### src/rtl/tile_display_pipe.sv
// Tile-mapped VGA display pipe: internal VGA timing, per-frame scroll with map wrap,
// and a three-stage fetch (map address -> glyph address -> colour) advanced by pix_ce.
module tile_display_pipe #(
    parameter int H_VISIBLE     = 640,
    parameter int H_FRONT       = 16,
    parameter int H_SYNC        = 96,
    parameter int H_BACK        = 48,
    parameter int V_VISIBLE     = 480,
    parameter int V_FRONT       = 10,
    parameter int V_SYNC        = 2,
    parameter int V_BACK        = 33,
    parameter bit SYNC_POL      = 1'b0,
    parameter int TILE_BITS     = 4,
    parameter int CHAR_BITS     = 3,
    parameter int MAP_COLS_LOG2 = 6,
    parameter int MAP_ROWS_LOG2 = 5
) (
    input  logic                                 clk,
    input  logic                                 reset_n,
    input  logic                                 pix_ce,
    input  logic [MAP_COLS_LOG2+TILE_BITS-1:0]   scroll_x,
    input  logic [MAP_ROWS_LOG2+TILE_BITS-1:0]   scroll_y,
    input  logic [CHAR_BITS-1:0]                 character,
    input  logic [7:0]                           colorValue,
    output logic [MAP_COLS_LOG2+MAP_ROWS_LOG2-1:0] screenAddr,
    output logic [CHAR_BITS+2*TILE_BITS-1:0]     bitmapAddr,
    output logic [2:0]                           red,
    output logic [2:0]                           green,
    output logic [1:0]                           blue,
    output logic                                 hsync,
    output logic                                 vsync,
    output logic                                 frame_tick
);

    localparam int HT    = H_VISIBLE + H_FRONT + H_SYNC + H_BACK;
    localparam int VT    = V_VISIBLE + V_FRONT + V_SYNC + V_BACK;
    localparam int HC_W  = $clog2(HT);
    localparam int VC_W  = $clog2(VT);
    localparam int MX_W  = MAP_COLS_LOG2 + TILE_BITS;
    localparam int MY_W  = MAP_ROWS_LOG2 + TILE_BITS;
    localparam int SA_W  = MAP_COLS_LOG2 + MAP_ROWS_LOG2;
    localparam int BA_W  = CHAR_BITS + 2*TILE_BITS;
    localparam int HS_LO = H_VISIBLE + H_FRONT;
    localparam int HS_HI = H_VISIBLE + H_FRONT + H_SYNC;
    localparam int VS_LO = V_VISIBLE + V_FRONT;
    localparam int VS_HI = V_VISIBLE + V_FRONT + V_SYNC;

    typedef struct packed {
        logic act;
        logic hs;
        logic vs;
        logic first;
    } side_t;

    logic [HC_W-1:0]      r_hc;
    logic [VC_W-1:0]      r_vc;
    logic [MX_W-1:0]      r_sx_l;
    logic [MY_W-1:0]      r_sy_l;

    logic                 w_h_last;
    logic                 w_v_last;
    logic                 w_first;
    logic                 w_act;
    logic                 w_hs;
    logic                 w_vs;
    logic [MX_W-1:0]      w_sx;
    logic [MY_W-1:0]      w_sy;
    logic [MX_W-1:0]      w_mx;
    logic [MY_W-1:0]      w_my;
    side_t                w_side0;

    logic [SA_W-1:0]      r_sa;
    logic [TILE_BITS-1:0] r_fx1;
    logic [TILE_BITS-1:0] r_fy1;
    side_t                r_side1;
    logic [BA_W-1:0]      r_ba;
    side_t                r_side2;
    logic [2:0]           r_red;
    logic [2:0]           r_green;
    logic [1:0]           r_blue;
    logic                 r_hsync;
    logic                 r_vsync;
    logic                 r_ft;

    // S0: raster counters
    assign w_h_last = (int'(r_hc) == HT - 1);
    assign w_v_last = (int'(r_vc) == VT - 1);
    assign w_first  = (r_hc == '0) && (r_vc == '0);

    always_ff @(posedge clk or negedge reset_n) begin
        if (!reset_n) begin
            r_hc <= '0;
            r_vc <= '0;
        end else if (pix_ce) begin
            if (w_h_last) begin
                r_hc <= '0;
                r_vc <= w_v_last ? '0 : r_vc + 1'b1;
            end else begin
                r_hc <= r_hc + 1'b1;
            end
        end
    end

    assign w_act = (int'(r_hc) < H_VISIBLE) && (int'(r_vc) < V_VISIBLE);
    assign w_hs  = (int'(r_hc) >= HS_LO) && (int'(r_hc) < HS_HI);
    assign w_vs  = (int'(r_vc) >= VS_LO) && (int'(r_vc) < VS_HI);
    assign w_side0 = {w_act, w_hs, w_vs, w_first};

    // Pixel (0,0) already uses the freshly captured scroll so a whole frame shares one offset.
    always_ff @(posedge clk or negedge reset_n) begin
        if (!reset_n) begin
            r_sx_l <= '0;
            r_sy_l <= '0;
        end else if (pix_ce && w_first) begin
            r_sx_l <= scroll_x;
            r_sy_l <= scroll_y;
        end
    end

    assign w_sx = w_first ? scroll_x : r_sx_l;
    assign w_sy = w_first ? scroll_y : r_sy_l;
    assign w_mx = MX_W'(r_hc) + w_sx;
    assign w_my = MY_W'(r_vc) + w_sy;

    // S1: tile-map address and in-tile offsets
    always_ff @(posedge clk or negedge reset_n) begin
        if (!reset_n) begin
            r_sa    <= '0;
            r_fx1   <= '0;
            r_fy1   <= '0;
            r_side1 <= '0;
        end else if (pix_ce) begin
            r_sa    <= w_act ? {w_my[MY_W-1:TILE_BITS], w_mx[MX_W-1:TILE_BITS]} : '0;
            r_fx1   <= w_mx[TILE_BITS-1:0];
            r_fy1   <= w_my[TILE_BITS-1:0];
            r_side1 <= w_side0;
        end
    end

    // S2: glyph address from the returned character code
    always_ff @(posedge clk or negedge reset_n) begin
        if (!reset_n) begin
            r_ba    <= '0;
            r_side2 <= '0;
        end else if (pix_ce) begin
            r_ba    <= r_side1.act ? {character, r_fy1, r_fx1} : '0;
            r_side2 <= r_side1;
        end
    end

    // S3: colour and syncs leave together so porch widths survive at the pins
    always_ff @(posedge clk or negedge reset_n) begin
        if (!reset_n) begin
            r_red   <= '0;
            r_green <= '0;
            r_blue  <= '0;
            r_hsync <= ~SYNC_POL;
            r_vsync <= ~SYNC_POL;
        end else if (pix_ce) begin
            r_red   <= r_side2.act ? colorValue[7:5] : 3'd0;
            r_green <= r_side2.act ? colorValue[4:2] : 3'd0;
            r_blue  <= r_side2.act ? colorValue[1:0] : 2'd0;
            r_hsync <= r_side2.hs ? SYNC_POL : ~SYNC_POL;
            r_vsync <= r_side2.vs ? SYNC_POL : ~SYNC_POL;
        end
    end

    // Tick drops on the next clk even when pix_ce is low, so it spans one enabled slot only.
    always_ff @(posedge clk or negedge reset_n) begin
        if (!reset_n) r_ft <= 1'b0;
        else          r_ft <= pix_ce & r_side2.first;
    end

    assign screenAddr = r_sa;
    assign bitmapAddr = r_ba;
    assign red        = r_red;
    assign green      = r_green;
    assign blue       = r_blue;
    assign hsync      = r_hsync;
    assign vsync      = r_vsync;
    assign frame_tick = r_ft;

endmodule
### config.mk
export PLATFORM = sky130hd
export DESIGN_NAME = tile_display_pipe
export DESIGN_NICKNAME = d
export VERILOG_FILES = /design/src/rtl/tile_display_pipe.sv
export SDC_FILE = /design/constraint.sdc
export NUM_CORES = 1
export LEC_CHECK = 0
export BUFFER_PORTS_ARGS = -buffer_cell sky130_fd_sc_hd__buf_2
export CORE_MARGIN = 8
export CORE_UTILIZATION = 52
export DETAILED_ROUTE_END_ITERATION = 10
export GPL_TIMING_DRIVEN = 0
export HOLD_SLACK_MARGIN = 0.08
export PLACE_DENSITY = 0.72
export SLEW_MARGIN = 40
export SYNTH_ARGS = -nofsm -noshare
export SYNTH_HDL_FRONTEND = slang
export SYNTH_SLANG_ARGS = --single-unit
### constraint.sdc
create_clock -name clk -period 3.3 [get_ports clk]
set_input_delay 0.66 -clock clk [delete_from_list [all_inputs] [get_ports clk]]
set_output_delay 0.66 -clock clk [all_outputs]
set_load 0.02 [all_outputs]
==> summary.txt <==
Power
  – Combinational share of power: 0.204
  – Leak Pwr: around 2.8 nW
  – Reg power frac: 0.478
  – Switching share of power: 0.301
  – Internal power: about 1.8 mW
  – Clock power frac: 0.317
  – Power per cell area: 454 nW/um2
  – Sw Pwr: roughly 800 uW
  – Peak supply drop: between 0.0002 and 0.00025 V

STA
  – Final Max Slew Viols: 0
  – Final hold vios: 0
  – Worst slew pin tran: roughly 0.68 ns
  – Hold WS: around 0.21 ns
  – Worst relative slew slack: 0.547
  – Crit path setup slack, layout: roughly 0.027 ns
  – Setup Skew: between 0.01 and 0.015 ns
  – RSZ-0062 raised after global routing: true
  – Minimum clock period: about 3.3 ns
  – Fmax: between 0.3 and 0.4 GHz
  – Final Cycle Share: 0.992
  – Final setup violating endpoints: 0

Placement
  – Placed cell count: roughly 600
  – GP Congestion: 0.903
  – Buffers on Ports: 64
  – HPWL Detailed: approximately 7500 um
  – Pre-CTS WS: -0.819 ns

Clock tree
  – TritonCTS clock tree: done
  – Clock Tree Buf Depth: 2
  – Clock tree root buffer cell: clkbuf_8
  – H-Tree Depth: 3
  – Clk_lat worst skew: about 0.36 ns
  – Clk sink count: between 80 and 90
  – Clk slew on worst S/H paths: approximately 0.090 ns
  – Cts bufs inserted: 9

Finish
  – Filler Cell Count: 650
  – Register Area: ~2200 um2
  – Multi-input gate area: about 2400 um2
  – # diodes: 0
  – Final Net Count: 587
  – Final non-filler cell total: ~640
  – Share of post-route cells with drive strength above 1: 0.387
  – Area Overhead vs Synth: 24.5%

Logic synthesis
  – Area leader, netlist: dfrtp_1
  – Most instantiated cells after synthesis: dfrtp_1, inv_1, o21ai_0
  – Leading post-synthesis cells by cell area: dfrtp_1, mux2_2, mux2_4
  – Synth Register Bits: 88
  – Synth Cell Area: roughly 4700 um2
  – Syn_nets: slightly below 500
  – Async SR Flop Fraction: 1.00
  – Mapped Avg Cell Area: approximately 11 um2
  – Area fraction of the dominant cell type after synthesis: 0.462
  – Cells after synthesis: between 400 and 500
  – Syn. warnings: 0
  – Synth Flop Type: dfrtp_1
  – EDFF count, synth: 0
  – Most common cell in the netlist: dfrtp_1
  – Cell variety after synth: between 40 and 50
  – Seq/Total Area, Yosys: 0.473

Die
  – Die height: 111 um
  – Row count: 34
  – Core Box Area: 8720 um2
  – Die area: approximately 12000 um2
  – Starting Density: 0.534
  – I/O Pins: 66
  – Die Span X: 111 um

Run
  – Maxcap violations: 0

Worst hold path
  – Worst min-delay path class: in -> async

Route
  – Vias/cell: roughly 5.5
  – Wirelength, routed: approximately 11000 um
  – Final ANT Viol Nets: 0
  – Via Count: 3549
  – Drt first pass iters: 4
  – Drt wl/cell: around 17 um
  – DR DRC count: 0
  – Drt first-iter violations: 200

Critical path
  – R2r setup slk: 0.03 ns
  – Worst endpoint required time: ~3.6 ns
  – Crit path launch type: flop
  – WP data arrival: roughly 3.5 ns
  – Worst R2R Start: r_hc[6]
  – Crit Path Class: reg -> reg
  – Slowest cell on the critical path: dfrtp_1
  – Delay-heaviest family, CP: compound AO/OA/AOI/OAI gates
  – Buf/Inv on CP: 3
  – Crit path depth: 14
  – Crit Reg-Reg Endpoint: screenAddr[2]
  – Worst setup path startpoint: r_hc[6]
  – Critical path cell sequence: nor4_4, inv_2, nor3_4, buf_6, mux2_2, ha_4, inv_2, fa_2, nor2b_4, o21ai_2, a21boi_2, o21a_1, o21a_1, o32ai_2
  – Worst-path maximum fanout: 7
  – Largest stage delay on the critical path: between 0.5 and 0.6 ns
  – Worst Setup End Kind: flop
  – R2r worst-path depth: 14

Outcome
  – Status: complete, no violations

GRT
  – Antenna violations before repair: 0
  – Largest net degree at the start of global routing: 47
  – GRT Resource Usage Total: 0.179
  – Vias in the first global route: 3656
  – Overflow after GRT: 0
  – Global-route wire length before repair: roughly 18000 um
## stage by stage
step	area, um2	utilization	setup TNS [ns]	total power [mW]
6_report	5800	0.665	0	2.63
5_1_grt	5800	0.665	-0.338	2.75
4_1_cts	5610	0.644	0	2.60
3_5_place_dp	5160	0.592	-6.36	1.72
3_3_place_gp	5130	0.589	-5.32	1.70
2_1_floorplan	4680	-	0	1.56
## worst max path at each step
| stage | slack (ns) | to |
|---|---|---|
| 2_1_floorplan | 0.02 | screenAddr[8] |
| 3_3_place_gp | -0.67 | screenAddr[4] |
| 3_5_place_dp | -0.82 | screenAddr[4] |
| 4_1_cts | 0.03 | screenAddr[8] |
| 5_1_grt | -0.10 | screenAddr[2] |
| 6_report | 0.03 | screenAddr[2] |
## state kept, by name (all words and copies together) (netlist names), 2 cells and up
signal      flops
bitmapAddr     11
screenAddr     11
r_hc           10
r_sx_l         10
r_vc           10
r_sy_l          9
r_fx1           4
r_fy1           4
r_side1         4
r_side2         4
green           3
red             3
blue            2
## layer usage
layer	vias to the layer above	wire length, um	GRT usage
met3	17	502	0.0363
met2	85	5520	0.286
met5	-	0	0
met1	1741	5030	0.231
met4	0	195	0.0757
li1	1706	-	-
## cell type report
| class | instances | area share |
|---|---|---|
| buffer | 17 | 0.0168 |
| timing repair buffer | 93 | 0.0967 |
| inverter | 48 | 0.0311 |
| clock buffer | 10 | 0.0220 |
| sequential | 88 | 0.382 |
| multi-input combinational | 273 | 0.412 |
| clock inverter | 6 | 0.0155 |
| tap | 108 | 0.0233 |
## kinds of logic after synthesis
| logic type | after synthesis | synth area share |
|---|---|---|
| xor gates and xnor gates | 27 | 0.0508 |
| muxes | 51 | 0.138 |
| and+or+nand+nor | 89 | 0.107 |
| AOI/OAI and AO/OA | 82 | 0.105 |
| buffers and inverters | 68 | 0.0591 |
| DFF | 88 | 0.473 |
| adders and majority gates | 24 | 0.0677 |
## cells in the final DEF, fill, tap and decap left out, types with 3 or more instances in the layout
| cell type | n |
|---|---|
| buf_4 | 27 |
| mux2_4 | 20 |
| a21oi_1 | 5 |
| or3_1 | 3 |
| nand2_1 | 13 |
| nand3_1 | 28 |
| dfrtp_2 | 9 |
| buf_2 | 63 |
| o22ai_1 | 9 |
| inv_1 | 44 |
| and3_1 | 4 |
| a21o_1 | 6 |
| dfrtp_1 | 77 |
| mux2i_1 | 4 |
| a21oi_2 | 3 |
| mux2_2 | 27 |
| o21ai_0 | 34 |
| ha_1 | 15 |
| o21ai_2 | 3 |
| xor2_1 | 9 |
| nand4_1 | 8 |
| xnor2_1 | 18 |
| nor4_4 | 3 |
| ha_4 | 5 |
| nor2_1 | 10 |
| nor4_1 | 4 |
| a31oi_1 | 5 |
| clkbuf_1 | 11 |
| buf_6 | 6 |
| inv_2 | 4 |
| clkbuf_8 | 9 |
## power by group through the flow
| stage | registers, mW | clock network [mW] | logic [mW] |
|---|---|---|---|
| 6_report | 1.26 | 0.836 | 0.538 |
| 2_1_floorplan | 1.31 | 0 | 0.247 |
| 4_1_cts | 1.26 | 0.845 | 0.498 |
| 3_5_place_dp | 1.27 | 0 | 0.449 |
| 5_1_grt | 1.27 | 0.889 | 0.588 |
| 3_3_place_gp | 1.27 | 0 | 0.435 |
## repair_timing
| item | in CTS | in global routing |
|---|---|---|
| gates resized for setup | 28 | 24 |
| pin swaps | 13 | 15 |
| buffers inserted | 18 | 10 |
| gates cloned | 0 | 0 |
| setup endpoints to repair | 16 | 8 |
| hold buffers | 0 | 0 |
(Power assumes the default switching activity.)
